`config.mk`:
```
export PLATFORM = sky130hd
export DESIGN_NAME = uart_frame_collector
export DESIGN_NICKNAME = d
export VERILOG_FILES = /design/src/rtl/uart_frame_pkg.sv /design/src/rtl/uart_frame_ram.sv /design/src/rtl/uart_frame_collector.sv
export SDC_FILE = /design/constraint.sdc
export NUM_CORES = 2
export LEC_CHECK = 0
export CAP_MARGIN = 20
export CORE_AREA = 2 2 402 404
export CTS_CLUSTER_SIZE = 24
export DETAILED_ROUTE_END_ITERATION = 16
export DIE_AREA = 0 0 404 406
export PLACE_DENSITY = 0.76
export SETUP_SLACK_MARGIN = 0.3
export SLEW_MARGIN = 25
export SYNTH_ARGS = -nofsm -noshare
export SYNTH_HDL_FRONTEND = slang
export SYNTH_SLANG_ARGS = --single-unit
```
`constraint.sdc`:
```
create_clock -name clk -period 2.7 [get_ports clk]
set_input_delay 0.54 -clock clk [delete_from_list [all_inputs] [get_ports clk]]
set_output_delay 0.54 -clock clk [all_outputs]
set_load 0.005 [all_outputs]
```
`src/rtl/uart_frame_pkg.sv`:
```
// -----------------------------------------------------------------------------
// uart_frame_pkg
//   Shared types and constants for the UART frame collector.
//   frame_st_t  : collector FSM state encoding.
//   OVR_CNT_MAX : saturation value of the overrun byte counter.
// -----------------------------------------------------------------------------
package uart_frame_pkg;

  typedef enum logic [1:0] {
    IDLE  = 2'd0,
    RECV  = 2'd1,
    DROP  = 2'd2,
    READY = 2'd3
  } frame_st_t;

  localparam logic [7:0] OVR_CNT_MAX = 8'hFF;

endpackage

```
`src/rtl/uart_frame_ram.sv`:
```
// -----------------------------------------------------------------------------
// uart_frame_ram
//   DEPTH x 8 simple dual-port frame buffer: one write port, one registered
//   read port (1-cycle latency). The read register clears on reset; the
//   storage array is never cleared.
// Ports
//   clk      in   1        system clock
//   reset    in   1        synchronous, active-low; clears rd_data only
//   wr_en    in   1        write strobe
//   wr_addr  in   ADDR_W   write address
//   wr_data  in   8        write data
//   rd_addr  in   ADDR_W   read address
//   rd_data  out  8        mem[rd_addr], registered
// -----------------------------------------------------------------------------
module uart_frame_ram
  import uart_frame_pkg::*;
#(
  parameter int DEPTH  = 256,
  parameter int ADDR_W = $clog2(DEPTH)
) (
  input  logic              clk,
  input  logic              reset,
  input  logic              wr_en,
  input  logic [ADDR_W-1:0] wr_addr,
  input  logic [7:0]        wr_data,
  input  logic [ADDR_W-1:0] rd_addr,
  output logic [7:0]        rd_data
);

  logic [7:0] mem [DEPTH];

  always_ff @(posedge clk) begin
    if (wr_en) begin
      mem[wr_addr] <= wr_data;
    end
  end

  // Read register stage: output settles one cycle after rd_addr.
  always_ff @(posedge clk) begin
    if (!reset) begin
      rd_data <= '0;
    end else begin
      rd_data <= mem[rd_addr];
    end
  end

endmodule

```
`src/rtl/uart_frame_collector.sv`:
```
// -----------------------------------------------------------------------------
// uart_frame_collector
//   Gathers bytes from the UART receiver into a frame buffer and closes the
//   frame when the idle detector reports a line timeout. A closed frame is
//   frozen and presented to the consumer with frame_ready until frame_ack.
//   Frames longer than MAX_LEN or shorter than MIN_LEN are discarded with a
//   one-cycle frame_drop pulse. Bytes arriving while a frame is held are
//   lost and counted in a saturating overrun counter.
// Ports
//   clk          in   1          system clock
//   reset        in   1          synchronous, active-low (0 = reset)
//   rx_data      in   8          received byte, valid with rx_done
//   rx_done      in   1          1-cycle pulse: byte received
//   parity_err   in   1          qualifies rx_done: byte had a parity error
//   timeout      in   1          1-cycle pulse: line idle
//   frame_ready  out  1          frame complete, buffer frozen until frame_ack
//   frame_len    out  ADDR_W+1   byte count of the ready frame
//   frame_perr   out  1          at least one byte of the frame had bad parity
//   frame_ack    in   1          consumer done, releases the buffer
//   rd_addr      in   ADDR_W     read address into the frame buffer
//   rd_data      out  8          buffer[rd_addr], 1-cycle latency
//   frame_drop   out  1          1-cycle pulse: frame discarded
//   overrun_cnt  out  8          saturating count of bytes lost while ready
// -----------------------------------------------------------------------------
module uart_frame_collector
  import uart_frame_pkg::*;
#(
  parameter  int MAX_LEN = 256,
  parameter  int MIN_LEN = 1,
  localparam int ADDR_W  = $clog2(MAX_LEN)
) (
  input  logic              clk,
  input  logic              reset,
  input  logic [7:0]        rx_data,
  input  logic              rx_done,
  input  logic              parity_err,
  input  logic              timeout,
  output logic              frame_ready,
  output logic [ADDR_W:0]   frame_len,
  output logic              frame_perr,
  input  logic              frame_ack,
  input  logic [ADDR_W-1:0] rd_addr,
  output logic [7:0]        rd_data,
  output logic              frame_drop,
  output logic [7:0]        overrun_cnt
);

  // wr_cnt is one bit wider than the address so a full buffer (MAX_LEN)
  // is representable and distinguishable from an empty one.
  localparam logic [ADDR_W:0] LEN_MAX = (ADDR_W+1)'(MAX_LEN);
  localparam logic [ADDR_W:0] LEN_MIN = (ADDR_W+1)'(MIN_LEN);
  localparam logic [ADDR_W:0] CNT_ONE = (ADDR_W+1)'(1);

  frame_st_t         state, state_nxt;
  logic [ADDR_W:0]   wr_cnt, wr_cnt_nxt;
  logic              perr, perr_nxt;

  logic              wr_en;
  logic [ADDR_W-1:0] wr_addr;

  // Count / parity after accepting this cycle's byte; a timeout arriving
  // together with a byte is judged against these, not the old values.
  logic [ADDR_W:0]   cnt_eff;
  logic              perr_eff;

  logic              load_frame;
  logic              drop_pulse;
  logic              release_frame;
  logic              count_ovr;

  function automatic logic [7:0] sat_inc8(input logic [7:0] v);
    return (v == OVR_CNT_MAX) ? v : v + 8'd1;
  endfunction

  // Next-state / write-control decode.
  always_comb begin
    state_nxt     = state;
    wr_cnt_nxt    = wr_cnt;
    perr_nxt      = perr;
    wr_en         = 1'b0;
    wr_addr       = wr_cnt[ADDR_W-1:0];
    cnt_eff       = wr_cnt;
    perr_eff      = perr;
    load_frame    = 1'b0;
    drop_pulse    = 1'b0;
    release_frame = 1'b0;
    count_ovr     = 1'b0;

    case (state)
      IDLE: begin
        // A lone timeout with no bytes pending is just line idle.
        if (rx_done) begin
          wr_en      = 1'b1;
          wr_addr    = '0;
          wr_cnt_nxt = CNT_ONE;
          perr_nxt   = parity_err;
          state_nxt  = RECV;
        end
      end

      RECV: begin
        if (rx_done && (wr_cnt >= LEN_MAX)) begin
          // Overflowing byte: any simultaneous timeout is swallowed, the
          // next timeout ends the discarded frame.
          state_nxt = DROP;
        end else begin
          if (rx_done) begin
            wr_en    = 1'b1;
            cnt_eff  = wr_cnt + CNT_ONE;
            perr_eff = perr | parity_err;
          end
          wr_cnt_nxt = cnt_eff;
          perr_nxt   = perr_eff;
          if (timeout) begin
            if (cnt_eff >= LEN_MIN) begin
              load_frame = 1'b1;
              state_nxt  = READY;
            end else begin
              drop_pulse = 1'b1;
              state_nxt  = IDLE;
            end
          end
        end
      end

      DROP: begin
        if (timeout) begin
          drop_pulse = 1'b1;
          state_nxt  = IDLE;
        end
      end

      READY: begin
        // Buffer is frozen; every arriving byte is lost, including one
        // coinciding with the acknowledge.
        count_ovr = rx_done;
        if (frame_ack) begin
          release_frame = 1'b1;
          state_nxt     = IDLE;
        end
      end

      default: begin
        state_nxt = IDLE;
      end
    endcase
  end

  // Control register stage.
  always_ff @(posedge clk) begin
    if (!reset) begin
      state       <= IDLE;
      wr_cnt      <= '0;
      perr        <= 1'b0;
      frame_ready <= 1'b0;
      frame_len   <= '0;
      frame_perr  <= 1'b0;
      frame_drop  <= 1'b0;
      overrun_cnt <= '0;
    end else begin
      state      <= state_nxt;
      wr_cnt     <= wr_cnt_nxt;
      perr       <= perr_nxt;
      frame_drop <= drop_pulse;
      if (load_frame) begin
        frame_ready <= 1'b1;
        frame_len   <= cnt_eff;
        frame_perr  <= perr_eff;
      end else if (release_frame) begin
        frame_ready <= 1'b0;
      end
      if (count_ovr) begin
        overrun_cnt <= sat_inc8(overrun_cnt);
      end
    end
  end

  uart_frame_ram #(
    .DEPTH  (MAX_LEN),
    .ADDR_W (ADDR_W)
  ) u_ram (
    .clk     (clk),
    .reset   (reset),
    .wr_en   (wr_en),
    .wr_addr (wr_addr),
    .wr_data (rx_data),
    .rd_addr (rd_addr),
    .rd_data (rd_data)
  );

endmodule

```
Yosys cells after proc, flatten, opt, wreduce, memory -nomap -nowiden
Memories as Yosys holds them, arrays and structs flattened. A register that Yosys moved wholly into a read port is not among the register bits. Cells that the tools add are included.

Bits in writable memories: 2048. Flip-flop bits (word level): 32. Memories: 1. Output and inout bits: 28.

Reductions and logical operators: 8. Add/subtract/negate cells: 2. Equality and inequality tests: 8. Bitwise operators: 2. Magnitude comparators: 2. Multiplexer cells: 40.

Memories: u_ram.mem (words 256, bits a word 8, rd ports 1, clocked after memory_dff 1, write ports 1, line uart_frame_ram.sv:30) `logic [7:0] mem [DEPTH];`.

Operator list (number): $mux W9 (6); $mux W1 (21); $pmux W9 S2 (1); $mux W8 (2); $mux W2 (6); $add A9 B1 Y9 const B (1); $ge A9 B1 Y1 const B (1); $ge A9 B9 Y1 const B (1); $add A8 B1 Y8 const B (1); $eq A8 B8 Y1 const B (1); $pmux W2 S4 (1); $ne A2 B2 Y1 const B (3); $pmux W1 S2 (3); $eq A2 B2 Y1 const B (2); $reduce_and A2 Y1 (2); $reduce_and A4 Y1 (1); $reduce_bool A2 Y1 (2); $ne A3 B3 Y1 const B (1); $eq A2 B1 Y1 const B (1); $logic_not A2 Y1 (1); $logic_and A1 B1 Y1 (1); $logic_not A1 Y1 (1); $not A1 Y1 (1); $or A1 B1 Y1 (1).

Logic depth before layout (Yosys ltp)
Word-level depth: 10. Depth in mapped cells: 12. Mapped depth without buffers: 9.

By module
A second synthesis with hierarchy kept.

Cell total of the unflattened synthesis: 4276. Area total of the unflattened synthesis: 82391.5 um^2.

Modules (own cells, without submodules): uart_frame_ram (cells an instance 4025, area each 80352.1 um^2, instances 1); uart_frame_collector (cells an instance 251, area each 2039.5 um^2, instances 1).

Worst setup path before layout
Ideal clock, no wire load.

Path type: input to register. From: input port rx_done. To: memory u_ram.mem[102][0], enable pin. Setup time: 0.370 ns. Stages on the path: 9. Setup slack: 0.052 ns. Required time: 2.330 ns. Data arrival time: 2.278 ns. Path through: buf_2 inv_2 ha_1 nand2b_1 o22a_1 nor2_1 nand2_1 clkbuf_1 nor2_1.

Word-level cells in the longest chain between the ends: 5. Elaborated cells on any way between the ends: 8.

RTL lines: start, declared (line uart_frame_collector.sv:35) `input logic rx_done,`; $mux W1 / $logic_and A1 B1 Y1 (equally long branches) (line uart_frame_collector.sv:92, uart_frame_collector.sv:107, uart_frame_collector.sv:102); $mux W1 (line uart_frame_collector.sv:102) `if (rx_done && (wr_cnt >= LEN_MAX)) begin`; $pmux W1 S2 (line uart_frame_collector.sv:89) `case (state)`; $mux W1 (line uart_frame_ram.sv:33) `if (wr_en) begin`; $mux W1 (not written as such) (line uart_frame_ram.sv:34) `mem[wr_addr] <= wr_data;`; end, declared (line uart_frame_ram.sv:30).

Several ways; a longest one is shown, not always the timed one.

Worst setup path after layout
From: register wr_cnt[4]. To: memory u_ram.mem[220][2], enable pin.

Word-level cells in the longest chain between the ends: 6. Elaborated cells on any way between the ends: 8.

RTL lines: start, declared (line uart_frame_collector.sv:55) `logic [ADDR_W:0] wr_cnt, wr_cnt_nxt;`; start signal, assigned (line uart_frame_collector.sv:162) `wr_cnt <= wr_cnt_nxt;`; $ge A9 B9 Y1 (line uart_frame_collector.sv:102); $logic_and A1 B1 Y1 (line uart_frame_collector.sv:102); $mux W1 (line uart_frame_collector.sv:102); $pmux W1 S2 (line uart_frame_collector.sv:89); $mux W1 (line uart_frame_ram.sv:33); $mux W1 (not written as such) (line uart_frame_ram.sv:34).

Several ways; a longest one is shown, not always the timed one.

==> flow_metrics.env <==
export IMPL_status="finished clean"
export IMPL_arrival_ns=3.01
export IMPL_hpwl_um=145000
export IMPL_dpl_cell_area_mm2=0.0921
export IMPL_grt_max_degree=108
export IMPL_synth_top_area_share_pct=74.5
export IMPL_final_area_mm2=0.0988
export IMPL_dr_pass1_iters=6
export IMPL_reg2reg_depth=5
export IMPL_synth_edf_count=2048
export IMPL_avgViaCountPerCell=6.42
export IMPL_routabilityCongestion=0.961
export IMPL_ctsHoldBuffers=0
export IMPL_power_frac_seq_pct=53.8
export IMPL_crit_fanout=16
export IMPL_vdd_drop_max_mv=0.684
export IMPL_power_density_mw_per_mm2=672
export IMPL_max_slew_margin_pct=41.0
export IMPL_synthesis_area_mm2=0.0825
export IMPL_num_fill_cells=10600
export IMPL_worstReg2RegEnd="u_ram.mem[220][2]"
export IMPL_final_max_slew_violation_count=0
export IMPL_grt_overflow_total=0
export IMPL_synthFlopType="edfxtp_1"
export IMPL_syn_inst=4221
export IMPL_fp_dieArea_mm2=0.164
export IMPL_drive_above_1_share_pct=30.6
export IMPL_clk_path_buf_depth=3
export IMPL_min_to="u_ram.mem[109][5]"
export IMPL_maxCapViolations=0
export IMPL_p_switching_mw=14.4
export IMPL_port_buffers=49
export IMPL_power_mw=66.4
export IMPL_fin_crit_ns=2.49
export IMPL_setup_viol=0
export IMPL_finClkSkew_ns=0.0325
export IMPL_insertion_delay_ns=0.82
export IMPL_hp_class="input pin to flop"
export IMPL_wirelength_um=224000
export IMPL_p_comb_share_pct=6.5
export IMPL_die_h_um=406
export IMPL_rrSetupSlack_ns=0.21
export IMPL_fin_ws_ns=0.207
export IMPL_syn2layout_area_growth_pct=19.8
export IMPL_layout_nets=5064
export IMPL_htreeDepth=4
export IMPL_holdCritStartpoint="rx_data[5]"
export IMPL_finalSetupTns_ns=0
export IMPL_yosys_area_top_type="edfxtp_1"
export IMPL_start_util_pct=51.7
export IMPL_num_io_pins=50
export IMPL_crit_type="flop to flop"
export IMPL_synth_nets=4251
export IMPL_endpoint_kind="flop"
export IMPL_rsz0062_at_grt="true"
export IMPL_drt_iter0_drc=6777
export IMPL_ant_nets=0
export IMPL_worstHoldPathCells=1
export IMPL_grt_antenna_before_repair=8
export IMPL_synthArstFlopShare_pct=0
export IMPL_ys_ff_latch=2088
export IMPL_num_rows=147
export IMPL_worstMarginPinSlew_ns=0.883
export IMPL_die_w_um=404
export IMPL_synth_avg_cell_area_um2=19.5
export IMPL_reg2reg_from="wr_cnt[4]"
export IMPL_wl_per_cell_um=30.7
export IMPL_yosysWarningCount=0
export IMPL_core_area_mm2=0.160
export IMPL_critPathLaunchType="flop"
export IMPL_swShare_pct=21.7
export IMPL_p_clk_share_pct=39.8
export IMPL_track_usage_pct=27.1
export IMPL_via_count=46700
export IMPL_fmax_ghz=0.401
export IMPL_startpoint="wr_cnt[4]"
export IMPL_cts_sinks=2088
export IMPL_ys_seq_area_share_pct=75.5
export IMPL_grt_first_pass_wirelength_um=320000
export IMPL_dp_slack_ns=-1.03
export IMPL_cts_tree="built"
export IMPL_drc=0
export IMPL_p_int_mw=52.0
export IMPL_ctsRootBufferMaster="clkbuf_16"
export IMPL_yosysUniqueCellTypes=85
export IMPL_grt_pass1_vias=46200
export IMPL_cts_buffers_inserted=199
export IMPL_period_share_pct=92.3
export IMPL_clk_pin_slew_ns=0.06
export IMPL_cp_data_required_time_ns=3.22
export IMPL_hold_viol_final=0
export IMPL_power_leakage_nw=33.0
export IMPL_synth_area_top_cells="edfxtp_1 75%, mux4_2 8.4%, mux2i_1 3.6%"
cells in the mapped netlist (27+ instances only):
cell / count
buf_6: 27
nand2_1: 122
a21oi_1: 64
o221ai_1: 64
edfxtp_1: 2048
mux4_1: 61
a22oi_1: 54
nor2_1: 360
a221oi_1: 38
buf_2: 46
nor3_1: 71
clkbuf_1: 87
buf_4: 30
mux2i_1: 296
o22ai_1: 66
mux4_2: 307
dfxtp_1: 40
buf_8: 33
o21ai_0: 71
nand3_1: 47
per-stage QoR:
step / utilization, % / hold slack [ns] / instances
2_1_floorplan: - / 0.452 / 4221
3_3_place_gp: 57.7 / 0.467 / 6914
3_5_place_dp: 57.7 / 0.471 / 6914
4_1_cts: 61.6 / 0.0493 / 7272
5_1_grt: 61.9 / 0.0804 / 7275
6_report: 61.9 / 0.114 / 7276
metal layers:
metal	track usage (%)	vias up	share of wire [%]
li1	-	19000	-
met1	36.1	23800	36
met2	42.7	3267	47
met3	5.90	567	11
met4	13.7	6	5.6
met5	0	-	0.015
worst max path at each step:
stage | endpoint | slack (ns) | cells past startpoint
2_1_floorplan | u_ram.mem[148][0] | 0.09 | 9
3_3_place_gp | u_ram.rd_data[0] | -1.08 | 10
3_5_place_dp | u_ram.rd_data[4] | -1.03 | 11
4_1_cts | rd_data[3] | 0.25 | 1
5_1_grt | u_ram.mem[220][3] | 0.22 | 5
6_report | u_ram.mem[220][2] | 0.21 | 5
power by group through the flow:
| stage | logic (mW) | clock network, mW | registers (mW) |
|---|---|---|---|
| finish | 4.29 | 26.4 | 35.7 |
| CTS | 4.20 | 26.6 | 35.7 |
| floorplan | 1.93 | 0 | 36.4 |
| detailed placement | 4.15 | 0 | 36.4 |
| global placement | 4.07 | 0 | 36.4 |
| global route | 4.45 | 27.8 | 35.7 |
logic make-up after synthesis:
| family | after synthesis | synth area share (%) |
|---|---|---|
| mux | 664 | 13.9 |
| xor+xnor | 11 | 0.117 |
| compound gates | 468 | 4.06 |
| flops | 2088 | 75.5 |
| fa+ha+maj | 8 | 0.121 |
| buf+inv | 267 | 2.43 |
| simple gates | 715 | 3.86 |
worst max-delay path, stage by stage (launching register included):
cell and delay, ns:
dfxtp_1 0.56, nor2b_1 0.77, nand2_1 0.21, buf_12 0.23
nor2_1 0.21, buf_4 0.20
cells in the final DEF, fill, tap and decap left out, drive strengths merged, types with 7 or more instances in the layout:
cell type,synthesis,layout
buf,150,819
nand4,21,21
a2111oi,8,8
o22ai,66,66
mux2i,296,296
nor3,71,71
clkinv,2,90
a31oi,11,11
nor2b,13,13
nand2,123,123
a221oi,39,39
and2,18,18
edfxtp,2048,2048
nor4,20,20
clkdlybuf4s50,0,35
a22oi,54,54
nand2b,7,7
o211a,10,10
mux4,368,368
a211oi,15,15
a32oi,7,7
nand3,47,47
and3,9,9
bufinv,0,10
dfxtp,40,40
nor2,360,360
a21oi,64,64
o221ai,66,66
ha,8,8
o31ai,9,9
inv,12,17
o21ai,75,75
clkbuf,103,259
state kept, by name (all words and copies together) (netlist names), 2 cells and up:
name,flops
frame_len,9
overrun_cnt,8
state,2
u_ram.mem,2048
u_ram.rd_data,8
wr_cnt,9
cell type report:
class                   count  area (µm²)  area share (%)
flip-flops and latches   2088       62300            63.1
well taps                2086        2610            2.64
repair buffers            865        8720            8.82
multi-input cells        1866       19000            19.3
inverters                  14        53.8          0.0544
clock inverters           107         823           0.833
diodes                      1        2.50         0.00253
clock buffers             249        5250            5.32
repair_timing:
item / CTS / global route
gates resized for setup: 42 / 115
endpoints found under the setup margin: 1736 / 1599
gates cloned: 1 / 2
pin swaps: 3 / 4
buffers inserted: 1 / 1
Note: power is estimated with default switching activity, not from simulation.
